`src/rtl/uart_tx_scheduler_pkg.sv`:
```
// uart_tx_scheduler_pkg: shared UART frame types, line levels and data-bit clamp helper
package uart_tx_scheduler_pkg;
  localparam int DATA_WIDTH = 8;
  localparam logic START_BIT = 1'b0;
  localparam logic STOP_BIT = 1'b1;
  typedef enum logic [1:0] {STOP_ONE = 2'd1, STOP_TWO = 2'd2} stopBitEnum;
  typedef enum logic [3:0] {DATA_5 = 4'd5, DATA_6 = 4'd6, DATA_7 = 4'd7, DATA_8 = 4'd8} dataTypeEnum;
  typedef enum logic [2:0] {IDLE, STARTBIT, DATABITS, PARITYBIT, STOPBIT1, STOPBIT2} UartSchedStateEnum;
  function automatic dataTypeEnum clampBits(logic [3:0] b);
    return b < 4'd5 ? DATA_5 : b > 4'd8 ? DATA_8 : dataTypeEnum'(b);
  endfunction
endpackage

```
`src/rtl/uart_tx_scheduler_if.sv`:
```
// uart_tx_scheduler_if: requester valid/data/ready bus shared by NUM_REQ Tx agents
interface uart_tx_scheduler_if #(
  parameter int NUM_REQ = 4,
  parameter int DATA_WIDTH = uart_tx_scheduler_pkg::DATA_WIDTH
);
  logic [NUM_REQ-1:0] reqValid;
  logic [NUM_REQ*DATA_WIDTH-1:0] reqData;
  logic [NUM_REQ-1:0] reqReady;
  modport master(output reqValid, output reqData, input reqReady);
  modport slave(input reqValid, input reqData, output reqReady);
endinterface

```
`src/rtl/uart_tx_scheduler_rr_arbiter.sv`:
```
// uart_rr_arbiter: round-robin grant searching upward from a pointer that moves past each winner
module uart_rr_arbiter #(
  parameter int NUM_REQ = 4,
  localparam int IW = $clog2(NUM_REQ)
) (
  input  logic               clk,
  input  logic               reset,
  input  logic [NUM_REQ-1:0] reqValid,
  input  logic               advance,
  output logic [NUM_REQ-1:0] grant,
  output logic [IW-1:0]      grantIdx,
  output logic               anyValid
);
  import uart_tx_scheduler_pkg::*;
  logic [IW-1:0] ptr, idx;
  always_comb begin
    grantIdx = '0;
    anyValid = 1'b0;
    idx = '0;
    for (int k = 0; k < NUM_REQ; k++) begin
      idx = IW'((int'(ptr) + k) % NUM_REQ);
      if (!anyValid && reqValid[idx]) begin
        anyValid = 1'b1;
        grantIdx = idx;
      end
    end
    grant = anyValid ? NUM_REQ'(1) << grantIdx : '0;
  end
  always_ff @(posedge clk or negedge reset)
    if (!reset) ptr <= '0;
    else if (advance) ptr <= grantIdx == IW'(NUM_REQ - 1) ? '0 : grantIdx + 1'b1;
endmodule

```
`src/rtl/uart_tx_scheduler.sv`:
```
// uart_tx_scheduler: round-robin shared UART transmitter with internal baud counter.
// Define UART_TX_SCHED_PARITY_ERR_INJ_EN to let cfgParityErrInj invert the parity bit.
module uart_tx_scheduler #(
  parameter int NUM_REQ = 4,
  parameter int DATA_WIDTH = uart_tx_scheduler_pkg::DATA_WIDTH,
  parameter int DIV_WIDTH = 16,
  localparam int IW = $clog2(NUM_REQ)
) (
  input  logic                 clk,
  input  logic                 reset,
  uart_tx_scheduler_if.slave   req,
  input  logic [DIV_WIDTH-1:0] cfgBaudDiv,
  input  logic [3:0]           cfgDataBits,
  input  logic                 cfgParityEn,
  input  logic                 cfgParityOdd,
  input  logic [1:0]           cfgStopBits,
  input  logic                 cfgParityErrInj,
  output logic                 txOut,
  output logic                 busy,
  output logic [IW-1:0]        grantId,
  output logic                 frameDone
);
  import uart_tx_scheduler_pkg::*;
  UartSchedStateEnum state;
  logic [DIV_WIDTH-1:0] div, cnt, divEff;
  logic [DATA_WIDTH-1:0] dataReg, dataNew, mask;
  logic [3:0] nBits, bitIdx;
  dataTypeEnum nNew;
  logic [NUM_REQ-1:0] grant;
  logic [IW-1:0] gIdx;
  logic anyValid, idle, bitEnd, lastStop, inj, parNew, parityBit, parEn, twoStop;

  uart_rr_arbiter #(.NUM_REQ(NUM_REQ)) arb (
    .clk(clk), .reset(reset), .reqValid(req.reqValid), .advance(idle && anyValid),
    .grant(grant), .grantIdx(gIdx), .anyValid(anyValid)
  );

`ifdef UART_TX_SCHED_PARITY_ERR_INJ_EN
  assign inj = cfgParityErrInj;
`else
  assign inj = 1'b0 & cfgParityErrInj;
`endif

  // Everything the frame needs is resolved at grant so later cfg changes cannot leak in.
  always_comb begin
    nNew = clampBits(cfgDataBits);
    divEff = cfgBaudDiv < DIV_WIDTH'(2) ? DIV_WIDTH'(2) : cfgBaudDiv;
    dataNew = req.reqData[gIdx*DATA_WIDTH +: DATA_WIDTH];
    for (int i = 0; i < DATA_WIDTH; i++) mask[i] = i < int'(nNew);
    parNew = ^(dataNew & mask) ^ cfgParityOdd ^ inj;
  end

  assign idle = state == IDLE;
  assign busy = !idle;
  assign bitEnd = cnt == '0;
  assign lastStop = state == STOPBIT2 || (state == STOPBIT1 && !twoStop);
  assign req.reqReady = idle && reset ? grant : '0;

  always_ff @(posedge clk or negedge reset) begin
    if (!reset) begin
      state <= IDLE;
      txOut <= STOP_BIT;
      grantId <= '0;
      frameDone <= 1'b0;
      cnt <= '0;
      div <= '0;
      dataReg <= '0;
      nBits <= '0;
      bitIdx <= '0;
      parityBit <= 1'b0;
      parEn <= 1'b0;
      twoStop <= 1'b0;
    end else begin
      frameDone <= lastStop && cnt == DIV_WIDTH'(1);
      cnt <= bitEnd ? div - 1'b1 : cnt - 1'b1;
      case (state)
        IDLE: begin
          cnt <= divEff - 1'b1;
          if (anyValid) begin
            state <= STARTBIT;
            txOut <= START_BIT;
            grantId <= gIdx;
            div <= divEff;
            dataReg <= dataNew;
            nBits <= nNew;
            parityBit <= parNew;
            parEn <= cfgParityEn;
            twoStop <= cfgStopBits == STOP_TWO;
          end
        end
        STARTBIT: if (bitEnd) begin
          state <= DATABITS;
          txOut <= dataReg[0];
          dataReg <= dataReg >> 1;
          bitIdx <= '0;
        end
        DATABITS: if (bitEnd) begin
          if (bitIdx == nBits - 1'b1) begin
            state <= parEn ? PARITYBIT : STOPBIT1;
            txOut <= parEn ? parityBit : STOP_BIT;
          end else begin
            bitIdx <= bitIdx + 1'b1;
            txOut <= dataReg[0];
            dataReg <= dataReg >> 1;
          end
        end
        PARITYBIT: if (bitEnd) begin
          state <= STOPBIT1;
          txOut <= STOP_BIT;
        end
        STOPBIT1: if (bitEnd) state <= twoStop ? STOPBIT2 : IDLE;
        STOPBIT2: if (bitEnd) state <= IDLE;
        default: state <= IDLE;
      endcase
    end
  end
endmodule
```
`src/flat_wrapper.sv`:
```
// flat-port wrapper written by rule: the top's interface ports become plain ports
module uart_tx_scheduler_flat import uart_tx_scheduler_pkg::*;
#(
  parameter int NUM_REQ = 4,
  parameter int DATA_WIDTH = uart_tx_scheduler_pkg::DATA_WIDTH,
  parameter int DIV_WIDTH = 16,
  localparam int IW = $clog2(NUM_REQ)
)
  (clk, reset, cfgBaudDiv, cfgDataBits, cfgParityEn, cfgParityOdd, cfgStopBits, cfgParityErrInj, txOut, busy, grantId, frameDone, req_reqValid, req_reqData, req_reqReady);
  uart_tx_scheduler_if #(.NUM_REQ(NUM_REQ), .DATA_WIDTH(DATA_WIDTH)) req_i ();
  input  logic clk;
  input  logic reset;
  input  logic [DIV_WIDTH-1:0] cfgBaudDiv;
  input  logic [3:0] cfgDataBits;
  input  logic cfgParityEn;
  input  logic cfgParityOdd;
  input  logic [1:0] cfgStopBits;
  input  logic cfgParityErrInj;
  output logic txOut;
  output logic busy;
  output logic [IW-1:0] grantId;
  output logic frameDone;
  input wire logic [$bits(req_i.reqValid)-1:0] req_reqValid;
  input wire logic [$bits(req_i.reqData)-1:0] req_reqData;
  output wire logic [$bits(req_i.reqReady)-1:0] req_reqReady;
  assign req_i.reqValid = req_reqValid;
  assign req_i.reqData = req_reqData;
  assign req_reqReady = req_i.reqReady;
  uart_tx_scheduler #(.NUM_REQ(NUM_REQ), .DATA_WIDTH(DATA_WIDTH), .DIV_WIDTH(DIV_WIDTH)) u_core (.clk(clk), .reset(reset), .req(req_i), .cfgBaudDiv(cfgBaudDiv), .cfgDataBits(cfgDataBits), .cfgParityEn(cfgParityEn), .cfgParityOdd(cfgParityOdd), .cfgStopBits(cfgStopBits), .cfgParityErrInj(cfgParityErrInj), .txOut(txOut), .busy(busy), .grantId(grantId), .frameDone(frameDone));
endmodule
```
`config.mk`:
```
export PLATFORM = sky130hd
export DESIGN_NAME = uart_tx_scheduler_flat
export DESIGN_NICKNAME = d
export VERILOG_FILES = /design/src/rtl/uart_tx_scheduler_pkg.sv /design/src/rtl/uart_tx_scheduler_if.sv /design/src/rtl/uart_tx_scheduler_rr_arbiter.sv /design/src/rtl/uart_tx_scheduler.sv /design/src/flat_wrapper.sv
export SDC_FILE = /design/constraint.sdc
export NUM_CORES = 1
export LEC_CHECK = 0
export ABC_AREA = 1
export BUFFER_PORTS_ARGS = -buffer_cell sky130_fd_sc_hd__buf_2
export CAP_MARGIN = 20
export CORE_ASPECT_RATIO = 0.8
export CORE_MARGIN = 1
export CORE_UTILIZATION = 59
export CTS_BUF_LIST = sky130_fd_sc_hd__clkbuf_2 sky130_fd_sc_hd__clkbuf_4 sky130_fd_sc_hd__clkbuf_8
export CTS_CLUSTER_DIAMETER = 120
export DETAILED_ROUTE_END_ITERATION = 10
export PLACE_DENSITY_LB_ADDON = 0.05
export SLEW_MARGIN = 20
export SYNTH_ARGS = -nofsm -noshare
export SYNTH_HDL_FRONTEND = slang
export SYNTH_SLANG_ARGS = --single-unit
```
`constraint.sdc`:
```
create_clock -name clk -period 4.1 [get_ports clk]
set_clock_uncertainty 0.2 [all_clocks]
set_input_delay 0.615 -clock clk [delete_from_list [all_inputs] [get_ports clk]]
set_output_delay 0.615 -clock clk [all_outputs]
set_load 0.02 [all_outputs]
```
==> impl_metrics.json, run 1 <==
{
  "outcome": "completed",
  "syn_inst": 689,
  "via_count": 4629,
  "comb_power_share_pct": 62.0,
  "fmax_mhz": 269,
  "vias_per_cell": 5.32,
  "synth_seq_area_share_pct": 32.5,
  "whs_ns": 0.234,
  "postCtsSetupBuffers": 0,
  "power_density_nw_per_um2": 898,
  "top_level_ports": 72,
  "io_buffers": 70,
  "cap_violations": 0,
  "nets": 834,
  "drt_iter0_markers": 315,
  "fin_crit_sh_pct": 90.6,
  "syn_avg_cell_area_sq_um": 6.71,
  "clock-root-buffer": "clkbuf_8",
  "criticalPathCategory": "flop to primary output",
  "ir_worst_vdd_uv": 653,
  "ant_nets": 0,
  "dp_worst_setup_slack_ns": 0.768,
  "dieWidth_microns": 101,
  "routed_wl_microns": 11300,
  "cts_tree": "done",
  "startpoint_type": "flop",
  "p_leak_nw": 2.84,
  "min_period_ns": 3.71,
  "seqCellArea_sq_um": 1500,
  "rsz0062_at_grt": "false",
  "dr.pass1.iters": 7,
  "finalMaxSlewViolations": 0,
  "multi_input_area_sq_um": 2630,
  "tightest_slew_ns": 0.774,
  "grt_pass1_wl_microns": 19100,
  "num_rows": 28,
  "p_int_mw": 2.33,
  "diodes": 0,
  "async_reset_ff_share_pct": 100,
  "seqPwrFrac_pct": 23.8,
  "syn_nets": 763,
  "ctsHoldBuffers": 0,
  "crit_path_end_kind": "primary output",
  "htree_levels": 3,
  "clk_pin_slew_worst_paths_ns": 0.07,
  "wl_per_cell_microns": 13.0,
  "postCtsResizedCells": 0,
  "yosys_warnings": 0,
  "clock_latency_ns": 0.35,
  "swShare_pct": 51.1,
  "final_hold_viol_count": 0,
  "synth_edf_count": 0,
  "start_util_pct": 61.6,
  "yosysTopAreaCellShare_pct": 31.9,
  "grt_max_degree": 61,
  "grt_usage_pct": 29.8,
  "power.share.clock_pct": 14.3,
  "place_congestion": 0.851,
  "grt_pass1_vias": 4088,
  "route.detailed.drc": 0,
  "yosysTopAreaCell": "dfrtp_1",
  "relSlewSlack_pct": 48.4,
  "area.growth.synth_to_final_pct": 14.9,
  "clock_path_buffers": 2,
  "tns_ns": 0,
  "arrival_ns": 2.90,
  "yosysUniqueCellTypes": 45,
  "grt.overflow.total": 0,
  "synth-main-ff-cell": "dfrtp_1",
  "power_switching_mw": 2.44,
  "synth_area_sq_um": 4620,
  "worst_slack_ns": 0.387,
  "hpwl_microns": 8370,
  "hp-class": "input pin to async pin",
  "die_y_microns": 81.2,
  "synth_area_leaders": "dfrtp_1, nand2_1, inv_1",
  "required_ns": 3.28,
  "fillerInstances": 677,
  "ys_ff_latch": 60,
  "dieArea_sq_um": 8190,
  "clock_sinks": 60,
  "setup_viol": 0,
  "antenna_found_initial": 0,
  "cts_made_buffers": 9,
  "crit_fanout": 28,
  "core_sq_um": 7500,
  "layout-drive-gt1-share_pct": 16.3
}
power groups by stage:
stage	logic (mW)	clock network, mW	registers [mW]
5_1_grt	3.38	0.715	1.17
6_report	2.96	0.680	1.13
3_3_place_gp	2.82	0	1.12
2_1_floorplan	2.39	0	1.07
4_1_cts	2.94	0.689	1.12
3_5_place_dp	2.91	0	1.13
state kept, by name, summed over array words and instances (netlist names):
name / flops
u_core.cnt: 16
u_core.parityBit: 1
u_core.frameDone: 1
u_core.twoStop: 1
u_core.grantId: 2
u_core.state: 3
u_core.parEn: 1
u_core.bitIdx: 4
u_core.arb.ptr: 2
u_core.dataReg: 8
u_core.nBits: 4
u_core.div: 16
u_core.txOut: 1
cells in the final DEF (no fill, tap or decap), types with 2 or more instances in the layout:
cell,n
buf_4,7
buf_2,70
nand2_4,5
o211ai_1,6
o31ai_1,3
nand4_1,4
nand2_1,190
xnor2_1,8
inv_2,7
bufinv_16,3
a21oi_1,8
a32o_1,2
nor2_1,64
nand3b_1,10
xor2_1,20
a21boi_0,2
dfrtp_1,59
nand3_1,65
a31oi_1,9
nand3_2,2
o211ai_2,2
nor3_1,13
o21ai_0,60
clkbuf_8,11
ha_1,11
inv_1,95
nand2_2,7
o21ai_1,3
cells in the mapped netlist (4+ instances only):
master,instances
dfrtp_1,59
xor2_1,20
o211ai_1,6
nand4_1,4
nor3_1,13
nand3_1,65
nand2_1,190
a21oi_1,8
nand2_4,5
nand2_2,7
o21ai_0,60
ha_1,11
xnor2_1,8
clkbuf_1,8
nand3b_1,10
a31oi_1,9
nor2_1,64
inv_1,95
inv_2,7
layout make-up:
class	count	share of cell area, %
Clock buffer	12	2.99
Tap cell	105	2.47
Sequential cell	60	28.3
Timing Repair Buffer	77	7.59
Inverter	103	7.28
Multi-Input combinational cell	509	49.6
Clock inverter	4	1.79
critical path: stages, from the launching register on:
cell and delay [ns]:
dfrtp_1 0.61, inv_2 0.16, nand2_1 0.13, nand3_2 0.08
nand2_2 0.14, inv_1 0.06, nand2_1 0.11, nand2_2 0.25
nand2_4 0.37, inv_1 0.15, ha_1 0.22, nand3_1 0.08
inv_1 0.04, buf_2 0.15
path summary, 6_finish.rpt:
kind,start,end,slack [ns],cells after the start
worst max-delay path,u_core.arb.ptr[0],req_reqReady[2],0.39,13
worst min-delay path,reset,u_core.arb.ptr[0],0.23,2
worst max register to register,u_core.arb.ptr[0],u_core.parityBit,0.83,22
worst min register to register,u_core.div[13],u_core.div[13],0.29,2
max in group asynchronous,reset,u_core.nBits[1],2.93,2
min in group clk,cfgParityEn,u_core.parEn,0.28,3
logic make-up after synthesis:
family                   after synthesis  synth area share, %
AND/OR/NAND/NOR                      366                 35.3
buffers and inverters                120                 10.6
AO/OA/AOI/OAI                        103                 13.1
flip-flops                            60                 32.5
XOR/XNOR                              28                 5.31
adder cells (fa/ha/maj)               11                 2.98
multiplexers                           1                0.244
stage by stage:
step | util [%] | power [mW] | instance area [sq um] | std cells
6_report | 70.8 | 4.77 | 5310 | 870
5_1_grt | 70.8 | 5.26 | 5310 | 870
4_1_cts | 70.8 | 4.76 | 5310 | 870
3_5_place_dp | 67.4 | 4.05 | 5050 | 854
3_3_place_gp | 67.4 | 3.94 | 5050 | 854
2_1_floorplan | - | 3.47 | 4620 | 689
per-layer routing:
metal | track usage [%] | vias to the layer above | routed length, microns
li1 | - | 2353 | -
met1 | 43.2 | 2141 | 5550
met2 | 46.9 | 126 | 5080
met3 | 3.96 | 9 | 607
met4 | 8.12 | 0 | 80
met5 | 0 | - | 0
No activity file was read; power rests on OpenSTA's default activity.
==> run 2: changes to the inputs <==
--- a/config.mk
+++ b/config.mk
@@ -5,11 +5,11 @@
 export SDC_FILE = /design/constraint.sdc
 export NUM_CORES = 1
 export LEC_CHECK = 0
-export ABC_AREA = 1
+export ABC_AREA = 0
 export BUFFER_PORTS_ARGS = -buffer_cell sky130_fd_sc_hd__buf_2
 export CAP_MARGIN = 20
 export CORE_ASPECT_RATIO = 0.8
-export CORE_MARGIN = 1
+export CORE_MARGIN = 3
 export CORE_UTILIZATION = 59
 export CTS_BUF_LIST = sky130_fd_sc_hd__clkbuf_2 sky130_fd_sc_hd__clkbuf_4 sky130_fd_sc_hd__clkbuf_8
 export CTS_CLUSTER_DIAMETER = 120
==> impl_metrics.json, run 2 <==
{
  "outcome": "completed",
  "wl_per_cell_microns": 15.0,
  "diodes": 0,
  "netlist_top_cells_count": "nand2_1, dfrtp_1, nor2_1, a21oi_1, mux2i_1",
  "r2r_start": "u_core.cnt[10]",
  "drt_iter0_markers": 237,
  "finalMaxSlewViolations": 0,
  "grt_pass1_wl_microns": 15800,
  "clock_sinks": 60,
  "cts_made_buffers": 9,
  "vias_per_cell": 5.61,
  "syn_avg_cell_area_sq_um": 8.43,
  "nets": 620,
  "synth_area_sq_um": 4040,
  "via_count": 3564,
  "start_util_pct": 62.1,
  "postCtsResizedCells": 0,
  "power.share.clock_pct": 15.7,
  "worstReg2RegEnd": "u_core.dataReg[5]",
  "seqPwrFrac_pct": 34.8,
  "layout-drive-gt1-share_pct": 19.6,
  "tightest_slew_ns": 1.04,
  "dieArea_sq_um": 7880,
  "setup_viol": 0,
  "crit_fanout": 4,
  "ff2ff_setup_slack_ns": 0.85,
  "startpoint_type": "input pin",
  "syn_inst": 479,
  "cts_tree": "done",
  "ctsHoldBuffers": 0,
  "synth_seq_area_share_pct": 37.2,
  "crit_path_end_kind": "flop",
  "clock_latency_ns": 0.33,
  "top_level_ports": 72,
  "yosysTopAreaCell": "dfrtp_1",
  "clk_pin_slew_worst_paths_ns": 0.07,
  "comb_power_share_pct": 49.5,
  "required_ns": 4.11,
  "route.detailed.drc": 0,
  "ys_ff_latch": 60,
  "antenna_found_initial": 0,
  "hpwl_microns": 7150,
  "ant_nets": 0,
  "final_common_cell": "nand2_1",
  "criticalPathCategory": "input pin to flop",
  "postCtsSetupBuffers": 0,
  "grt_usage_pct": 25.1,
  "relSlewSlack_pct": 30.6,
  "dieWidth_microns": 98.5,
  "reg.largest.list": "u_core.cnt: 16 flops, u_core.div: 16 flops, u_core.dataReg: 8 flops",
  "yosysUniqueCellTypes": 52,
  "routed_wl_microns": 9550,
  "core_sq_um": 6510,
  "p_int_mw": 1.88,
  "yosys_warnings": 0,
  "clock-root-buffer": "clkbuf_8",
  "grt.overflow.total": 0,
  "syn_nets": 553,
  "hp-class": "input pin to async pin",
  "power_switching_mw": 1.42,
  "synth_area_leaders": "dfrtp_1, nand2_1, mux2i_1",
  "area.growth.synth_to_final_pct": 15.4,
  "p_leak_nw": 2.17,
  "final_hold_viol_count": 0,
  "synth_edf_count": 0,
  "place_congestion": 0.905,
  "dr.pass1.iters": 5,
  "clock_path_buffers": 2,
  "ff2ff_path_depth": 10,
  "grt_max_degree": 37,
  "tns_ns": 0,
  "yosysTopAreaCellShare_pct": 36.6,
  "num_rows": 26,
  "grt_pass1_vias": 3420,
  "fmax_mhz": 269,
  "power_density_nw_per_um2": 709,
  "htree_levels": 3,
  "swShare_pct": 43.1,
  "arrival_ns": 3.73,
  "final_cell_mix": "nand2_1, buf_2, dfrtp_1",
  "rsz0062_at_grt": "false",
  "async_reset_ff_share_pct": 100,
  "die_y_microns": 80,
  "fin_crit_sh_pct": 90.7,
  "synth_most_common_cell": "nand2_1",
  "synth-main-ff-cell": "dfrtp_1",
  "ir_worst_vdd_uv": 384,
  "fin_util_pct": 71.7,
  "min_period_ns": 3.72,
  "io_buffers": 70,
  "cap_violations": 0
}
[run 2: changes by cell type in the layout (fill, tap and decap cells not counted), moves of 8 or more]
cell and delta:
nand2b_1 +8, nand2_1 -106, nand3_1 -58, a21oi_1 +27, xnor2_1 +16, nor4_1 +10
mux2i_1 +26, o21ai_0 -40, nor2_1 -14, inv_1 -81, a211oi_1 +8
[run 2: final cells by class]
class	instances	area (sq um)
flip-flops and latches	60	1500
inverters	14	52.6
repair buffers	76	395
well taps	84	105
clock inverters	7	67.6
fillers	505	1840
clock buffers	9	124
multi-input cells	385	2410
[run 2: cells by family after synthesis]
group,count (synthesis),share of synthesized area (%)
AO/OA/AOI/OAI,86,13.1
XOR/XNOR,49,11.3
adder cells (fa/ha/maj),11,3.41
buffers and inverters,34,3.31
flip-flops,60,37.2
multiplexers,32,8.12
AND/OR/NAND/NOR,207,23.6
[run 2: stage by stage]
stage / total power, mW / instances / instance area [sq um] / worst slack [ns] / hold slack [ns]
finish: 3.31 / 635 / 4660 / 0.379 / 0.139
global route: 3.59 / 635 / 4660 / 0.237 / 0.170
CTS: 3.32 / 635 / 4660 / 0.483 / 0.152
detailed placement: 2.79 / 619 / 4470 / 0.127 / 0.277
global placement: 2.72 / 619 / 4470 / 0.199 / 0.274
floorplan: 2.38 / 479 / 4040 / 0.634 / 0.119
[run 2: worst max-delay path: stages]
cell and delay (ns):
buf_2 0.12, or3_1 0.41, nor4_1 0.48, nand2_1 0.15, o31ai_1 0.43, ha_1 0.24, nand2b_1 0.08, or3_1 0.38
nor2_1 0.17, nand3b_1 0.15, nor4_1 0.25, xnor2_1 0.16, a21oi_1 0.08
[run 2: power groups by stage]
stage                     sequential [mW]  combinational (mW)  clock [mW]
after global placement               1.14                1.58           0
final                                1.15                1.64       0.519
after detailed placement             1.16                1.63           0
after CTS                            1.15                1.64       0.530
after global routing                 1.19                1.84       0.558
after floorplan                      1.08                1.30           0
[run 2: how the worst max path moves through the flow]
stage | start | endpoint | slack (ns) | cells after the start
after detailed placement | cfgBaudDiv[6] | u_core.cnt[14] | 0.13 | 13
after CTS | cfgBaudDiv[6] | u_core.cnt[14] | 0.48 | 13
after global placement | cfgBaudDiv[14] | u_core.cnt[14] | 0.20 | 13
after floorplan | cfgBaudDiv[6] | u_core.cnt[14] | 0.63 | 12
final | cfgBaudDiv[6] | u_core.cnt[14] | 0.38 | 13
after global routing | cfgBaudDiv[6] | u_core.cnt[14] | 0.24 | 13
[run 2: per-layer routing]
layer / vias to the layer above / GRT usage, % / share of wire, %
met5: - / 0 / 0
met4: 0 / 6.96 / 0.99
met3: 10 / 6.11 / 6.0
met2: 109 / 41.8 / 50
met1: 1662 / 32.6 / 43
li1: 1783 / - / -
==> run 3: changes to the inputs <==
--- a/config.mk
+++ b/config.mk
@@ -10,9 +10,9 @@
 export CAP_MARGIN = 20
 export CORE_ASPECT_RATIO = 0.8
 export CORE_MARGIN = 3
-export CORE_UTILIZATION = 59
+export CORE_UTILIZATION = 51
 export CTS_BUF_LIST = sky130_fd_sc_hd__clkbuf_2 sky130_fd_sc_hd__clkbuf_4 sky130_fd_sc_hd__clkbuf_8
-export CTS_CLUSTER_DIAMETER = 120
+export CTS_CLUSTER_DIAMETER = 100
 export DETAILED_ROUTE_END_ITERATION = 10
 export PLACE_DENSITY_LB_ADDON = 0.05
 export SLEW_MARGIN = 20
==> impl_metrics.json, run 3 (synthesis gave the netlist of run 2 again) <==
{
  "crit_path_end_kind": "flop",
  "required_ns": 4.11,
  "clock_sinks": 60,
  "dieWidth_microns": 105,
  "vias_per_cell": 5.40,
  "finalMaxSlewViolations": 0,
  "ctsHoldBuffers": 0,
  "htree_levels": 3,
  "final_cell_mix": "nand2_1, buf_2, dfrtp_1",
  "area.growth.synth_to_final_pct": 16.4,
  "wl_met2_microns": 4450,
  "wl_per_cell_microns": 15.1,
  "fmax_mhz": 272,
  "power_density_nw_per_um2": 698,
  "cts_made_buffers": 9,
  "nets": 624,
  "layout-drive-gt1-share_pct": 20.2,
  "tightest_slew_ns": 0.793,
  "final_hold_viol_count": 0,
  "cap_violations": 0,
  "grt_pass1_vias": 3364,
  "clock_path_buffers": 2,
  "routed_wl_microns": 9980,
  "final_common_cell": "nand2_1",
  "drt_iter0_markers": 208,
  "ir_worst_vdd_uv": 429,
  "outcome": "completed",
  "dr.pass1.iters": 5,
  "highest_layer": "met4",
  "startpoint_type": "input pin",
  "m1WireLength_microns": 4890,
  "dpl_cell_area_sq_um": 4530,
  "postCtsResizedCells": 0,
  "fillerInstances": 666,
  "cts_tree": "done",
  "grt_usage_pct": 22.9,
  "crit_fanout": 4,
  "antenna_found_initial": 0,
  "top_level_ports": 72,
  "die_y_microns": 85.6,
  "relSlewSlack_pct": 47.0,
  "multi_input_area_sq_um": 2410,
  "dieArea_sq_um": 9030,
  "criticalPathCategory": "input pin to flop",
  "p_leak_nw": 2.18,
  "hp-class": "input pin to flop",
  "clock_latency_ns": 0.34,
  "num_rows": 28,
  "reg.largest.list": "u_core.cnt: 16 flops, u_core.div: 16 flops, u_core.dataReg: 8 flops",
  "grt_pass1_wl_microns": 16400,
  "tns_ns": 0,
  "io_buffers": 70,
  "postCtsSetupBuffers": 0,
  "core_sq_um": 7530,
  "clock-root-buffer": "clkbuf_8",
  "seqCellArea_sq_um": 1500,
  "dr_wl_met3_microns": 512,
  "grt.overflow.total": 0,
  "fin_crit_sh_pct": 89.7,
  "hpwl_microns": 7390,
  "grt_max_degree": 61,
  "start_util_pct": 53.6,
  "design_area_sq_um": 4700,
  "min_period_ns": 3.68,
  "diodes": 0,
  "clk_pin_slew_worst_paths_ns": 0.07,
  "via_count": 3563,
  "arrival_ns": 3.69,
  "place_congestion": 0.894,
  "rsz0062_at_grt": "false",
  "ant_nets": 0,
  "setup_viol": 0,
  "route.detailed.drc": 0
}
## run 3: changes by cell type in the layout (fill, tap and decap cells not counted), sizes merged
cell	change
clkinv	-2
clkbuf	+2
clkinvlp	+1
buf	+4
bufinv	-1
## run 3: worst paths after layout
| path | from | to | slack, ns | depth (start not counted) |
|---|---|---|---|---|
| max in group asynchronous | reset | u_core.state[0] | 2.90 | 2 |
| min in group asynchronous | reset | u_core.arb.ptr[1] | 0.30 | 2 |
| hold reg to reg | u_core.grantId[0] | u_core.grantId[0] | 0.29 | 2 |
| setup reg to reg | u_core.arb.ptr[0] | u_core.parityBit | 0.97 | 9 |
| hold / removal | cfgParityEn | u_core.parEn | 0.26 | 3 |
| setup / recovery | cfgBaudDiv[14] | u_core.cnt[14] | 0.42 | 13 |
## run 3: report_power, final
part	leakage, nW	switching [mW]	total, mW	internal, mW
logic	1.37	0.918	1.66	0.742
clock network	0.0923	0.232	0.470	0.238
registers	0.722	0.281	1.15	0.871
total	2.18	1.43	3.28	1.85
## run 3: area by class of cell
type / instances / area share [%]
Multi-Input combinational cell: 385 / 51.4
Tap cell: 105 / 2.80
Sequential cell: 60 / 32.0
Inverter: 14 / 1.12
Clock buffer: 11 / 3.09
Clock inverter: 5 / 0.586
Timing Repair Buffer: 80 / 9.05
## run 3: per-stage QoR
stage	power, mW	cells	hold WS [ns]	setup WS [ns]	utilization [%]
6_report	3.28	660	0.258	0.422	62.4
5_1_grt	3.57	660	0.285	0.161	62.4
4_1_cts	3.30	660	0.247	0.471	62.4
3_5_place_dp	2.82	644	0.273	0.126	60.1
3_3_place_gp	2.76	644	0.260	0.217	60.1
2_1_floorplan	2.38	479	0.119	0.634	-
## run 3: per-layer routing
metal / global-route usage, % / up-vias
met5: 0 / -
met4: 6.71 / 0
met3: 4.36 / 12
met2: 35.6 / 88
met1: 32.6 / 1667
li1: - / 1796
## run 3: worst max-delay path, cell delays in order
cell      delay, ns
buf_2          0.11
or4_1          0.58
nor4_1         0.35
nand2_1        0.12
o31ai_1        0.39
ha_1           0.23
nand2b_1       0.08
or3_1          0.38
nor2_1         0.18
nand3b_1       0.15
nor4_1         0.25
xnor2_1        0.16
a21oi_1        0.08
